==> src/rtl/etc1_block_stream.sv <==
// rtl/etc1_block_stream.sv - Streams one 64-bit ETC1 block as 16 RGB888 pixels through an external decoder.
module etc1_block_stream #(
    parameter bit COL_MAJOR = 1'b0
) (
    input  logic        clk,
    input  logic        reset,
    input  logic [63:0] blk_data,
    input  logic        blk_valid,
    output logic        blk_ready,
    output logic [63:0] dec_block,
    output logic [2:0]  dec_x,
    output logic [2:0]  dec_y,
    input  logic [23:0] dec_pixel,
    output logic [23:0] pix_data,
    output logic        pix_valid,
    input  logic        pix_ready,
    output logic        pix_last,
    output logic        busy
);

    typedef enum logic {IDLE, RUN} state_t;

    state_t      state;
    logic [3:0]  idx;
    logic [63:0] blk_reg;
    logic        out_free;
    logic        issue;
    logic        last_issue;

    assign out_free   = !pix_valid || pix_ready;
    assign issue      = (state == RUN) && out_free;
    assign last_issue = issue && (idx == 4'd15);

    // Accepting on the last issue lets back-to-back blocks stream with no bubble.
    assign blk_ready = !reset && ((state == IDLE) || last_issue);
    assign busy      = (state == RUN) || pix_valid;
    assign dec_block = blk_reg;
    assign dec_x     = COL_MAJOR ? {1'b0, idx[3:2]} : {1'b0, idx[1:0]};
    assign dec_y     = COL_MAJOR ? {1'b0, idx[1:0]} : {1'b0, idx[3:2]};

    always_ff @(posedge clk or posedge reset) begin
        if (reset) begin
            state     <= IDLE;
            idx       <= 4'd0;
            blk_reg   <= 64'd0;
            pix_data  <= 24'd0;
            pix_valid <= 1'b0;
            pix_last  <= 1'b0;
        end else begin
            if (issue) begin
                pix_data  <= dec_pixel;
                pix_valid <= 1'b1;
                pix_last  <= (idx == 4'd15);
                idx       <= idx + 4'd1;
            end else if (pix_valid && pix_ready) begin
                pix_valid <= 1'b0;
                pix_last  <= 1'b0;
            end

            if (blk_valid && blk_ready) begin
                blk_reg <= blk_data;
                idx     <= 4'd0;
                state   <= RUN;
            end else if (last_issue) begin
                state <= IDLE;
            end
        end
    end

endmodule
==> config.mk <==
export PLATFORM = sky130hd
export DESIGN_NAME = etc1_block_stream
export DESIGN_NICKNAME = d
export VERILOG_FILES = /design/src/rtl/etc1_block_stream.sv
export SDC_FILE = /design/constraint.sdc
export NUM_CORES = 1
export LEC_CHECK = 0
export CORE_ASPECT_RATIO = 1.5
export CORE_MARGIN = 8
export CORE_UTILIZATION = 36
export DETAILED_ROUTE_END_ITERATION = 6
export HOLD_SLACK_MARGIN = 0.06
export PLACE_DENSITY = 0.77
export SYNTH_ARGS = -nofsm -noshare
export SYNTH_HDL_FRONTEND = slang
export SYNTH_SLANG_ARGS = --single-unit
==> constraint.sdc <==
create_clock -name clk -period 3.1 [get_ports clk]
set_input_delay 0.775 -clock clk [delete_from_list [all_inputs] [get_ports clk]]
set_output_delay 0.775 -clock clk [all_outputs]
set_load 0.02 [all_outputs]
==> metrics.md <==
| Metric | Value |
|---|---|
| Run status | finished, final reports clean |
| Final ANT Viol Nets | 0 |
| Maximum buffer depth of the clock tree | 2 |
| DRC marker count from the first detailed-route iteration | 53 |
| Post-synth top area share | 0.6463 |
| Fraction of final layout cells sized beyond drive strength 1 | 0.2084 |
| Number of fillers in the final layout | about 820 |
| Die Height | 139.8 um |
| Final count of pins violating max slew | 0 |
| Final setup skew | between 0.007 and 0.008 ns |
| Transition time of the tightest slew-check pin | around 0.58 ns |
| Vias after detailed routing | 2590 |
| Clock power frac | 0.181 |
| Buffers plus inverters on the worst setup path | 2 |
| Achievable Freq | around 0.33 GHz |
| Signed area change from the synthesized netlist to the final layout | 62.69% |
| Power spent charging and discharging nets | about 0.0021 W |
| Setup repair after global routing missed its margin | false |
| VDD IR-drop max | 467.4 uV |
| Worst setup SP type | primary input |
| Worst slew slack as a fraction of its limit | 0.6150 |
| Maximum cell stage delay along the critical path | between 0.6 and 0.7 ns |
| Top Ports | 190 |
| Internal power | around 0.0040 W |
| Most common cell type on the critical path | sky130_fd_sc_hd__clkdlybuf4s50_1 |
| Estimated wirelength of the detail-placed design | approximately 7600 um |
| Power per cell area | just over 1000 mW/mm2 |
| Slowest cell on the critical path | sky130_fd_sc_hd__clkdlybuf4s50_1 |
| DR vias/cell | 4.761 |
| Num Clock Sinks | 95 |
| Sequential standard cell area | between 0.002 and 0.0025 mm2 |
| RePlAce Congestion | 0.7601 |
| Core ar. | 0.01002 mm2 |
| Count of antenna diodes in the layout | 0 |
| Multi-input gate area | between 0.001 and 0.0015 mm2 |
| DRC errors left | 0 |
| Total design power | roughly 0.0061 W |
| Antenna violations before repair | 0 |
| Total of flip-flops plus latches after synthesis | 95 |
| Final clock period utilization by the worst path | 0.9776 |
| Final setup viols | 0 |
| Worst min path class | reg -> reg |
| Total CTS buffers | 9 |
| Tmin final | roughly 3 ns |
| Post-Route Setup TNS | 0 ns |
| Sequence of cells on the critical path | clkdlybuf4s50_1 > nand2b_1 > nand2_2 > a21oi_1 > clkdlybuf4s50_1 |
| Net switching fraction of the power | 0.3411 |
| # port buffers | about 190 |
| Number of placement rows | 45 |
| Number of levels the H-tree was split into | 3 |
| # hold bufs at CTS | 0 |
| Utilization after layout | 0.5971 |
| Number of standard cells after synthesis | ~230 |
| Class of the most critical setup path | in -> out |
| Library cell used as clock root buffer | sky130_fd_sc_hd__clkbuf_16 |
| Pin count of the biggest net entering global routing | 47 |
| Leakage power | 2.508 nW |
| Die area | 0.01378 mm2 |
| Portion of the post-synthesis area used by sequential elements | 0.6463 |
| Count of final hold-check violations | 0 |
| Number of optimization iterations in the first detailed-route pass | 4 |
| Sort of element at the end of the critical path | primary output |
| Netlist Area Pre-Place | 0.003679 mm2 |
| Detail-routed net length per standard cell | 17.77 um |
| Count of instances resized after the clock tree is built | 0 |
| Design area | between 0.005 and 0.006 mm2 |
| Commonest non-fill, non-tap cell in the layout | sky130_fd_sc_hd__clkdlybuf4s50_1 |
| Warnings, synthesis | 0 |
| Global-route wire length before repair | around 15000 um |
| Worst-Skew Late Latency | approximately 0.33 ns |
| Crit path DAT | 2.26 ns |
| Power share of the sequential group | 0.349 |
| Nets | 516 |
| TritonCTS clock tree | done |
| Number of max-cap violations | 0 |
| Post-place instance area | between 0.005 and 0.006 mm2 |
| GRT Resource Usage Total | 0.1426 |
| CP required | approximately 2.3 ns |
| Largest delay contributor family on the critical path | buffers and inverters |
| Post-CTS Repair Setup Buffers | 0 |
| Drt total wl | around 9700 um |
| Reg clk slew, reported paths | 0.06 ns |
| Power share of the combinational group | 0.470 |
| Grt ovf | 0 |
| Initial Utilization | 0.3670 |
| Critical Path Fanout Max | 2 |
| Highest-count cells in the layout ignoring fill and taps | 187 x sky130_fd_sc_hd__clkdlybuf4s50_1, 95 x sky130_fd_sc_hd__dfrtp_1, 61 x sky130_fd_sc_hd__mux2_2, 27 x sky130_fd_sc_hd__mux2_1, 9 x sky130_fd_sc_hd__clkbuf_16 |
| Average cell area after synthesis | ~16 um2 |
| Number of global-route vias before repair | between 2000 and 3000 |
| Main area contributors after synthesis | sky130_fd_sc_hd__dfrtp_1 65%, sky130_fd_sc_hd__mux2_2 19%, sky130_fd_sc_hd__mux2_1 8.3% |
| Number of unique standard cell types used by synthesis | 28 |
| Die X-Extent | between 90 and 100 um |
| Post-synthesis cell type with the largest combined area | sky130_fd_sc_hd__dfrtp_1 |
state kept, by name, summed over array words and instances, names as in the netlist:
name       cells
dec_block     64
pix_data      24
idx            4
pix_last       1
pix_valid      1
state          1
layer usage:
metal / up-vias / track usage / wire [um]
met4: 0 / 0.04874 / 166
li1: 1191 / - / -
met1: 1281 / 0.1371 / 3459
met5: - / 0 / 0
met2: 107 / 0.2546 / 5051
met3: 11 / 0.07239 / 992
per-stage QoR:
stage                     hold WS [ns]  setup slack (ns)  instances
after global routing            0.4950          0.009810        544
final                           0.4811           0.06947        544
after floorplan                 0.6095           -0.2063        229
after CTS                       0.4889           0.05217        544
after detailed placement        0.4752           0.05660        529
after global placement          0.4667           0.06013        529
power by group through the flow:
| stage | Clock (W) | Combinational [W] | Sequential [W] |
|---|---|---|---|
| after floorplan | 0 | 0.000726 | 0.00280 |
| after global placement | 0 | 0.00285 | 0.00210 |
| after detailed placement | 0 | 0.00289 | 0.00214 |
| after CTS | 0.00114 | 0.00290 | 0.00212 |
| after global routing | 0.00119 | 0.00301 | 0.00220 |
| final | 0.00110 | 0.00285 | 0.00211 |
worst register-to-register path, stage by stage, from the launching register on:
cell	delay [ns]
sky130_fd_sc_hd__dfrtp_1	0.43
sky130_fd_sc_hd__ha_1	0.22
sky130_fd_sc_hd__and3_2	0.23
sky130_fd_sc_hd__nand2_2	0.06
sky130_fd_sc_hd__buf_4	0.14
sky130_fd_sc_hd__a21oi_4	0.21
sky130_fd_sc_hd__buf_12	0.25
sky130_fd_sc_hd__mux2_2	0.40
final timing paths:
kind / startpoint / endpoint / slack (ns) / depth (start not counted)
setup / recovery: pix_ready / blk_ready / 0.07 / 5
hold / removal: dec_block[28] / dec_block[28] / 0.48 / 1
setup reg to reg: idx[0] / dec_block[53] / 1.04 / 7
hold reg to reg: dec_block[28] / dec_block[28] / 0.48 / 1
max in group asynchronous: reset / dec_block[41] / 1.53 / 3
min in group asynchronous: reset / pix_last / 0.75 / 2
synthesized netlist by cell type, drive strengths merged:
cell type  count
dfrtp         95
or2            1
ha             1
nand4          2
nand2b         2
mux2          88
o21ai          1
nor2           2
clkbuf         1
conb           1
mux2i          1
nand3          4
nand2          7
nor2b          1
o311ai         1
a32oi          1
inv            1
buf           11
xor2           2
a21oi          3
a31o           1
and3           1
cell families after synthesis:
logic type | count (synthesis) | share of synthesized area
simple gates | 20 | 0.02755
mux | 89 | 0.2721
other cells | 1 | 0.001019
flops | 95 | 0.6463
compound gates | 7 | 0.01565
xor+xnor | 2 | 0.004763
buf+inv | 13 | 0.02925
fa+ha+maj | 1 | 0.003401
layout make-up:
cell class | count | area share
Multi-Input combinational cell | 121 | 0.2001
Inverter | 1 | 0.001254
Tap cell | 117 | 0.02446
Clock buffer | 12 | 0.04286
Timing Repair Buffer | 195 | 0.3270
Sequential cell | 95 | 0.3972
Clock inverter | 3 | 0.007109
(Power assumes the default switching activity.)
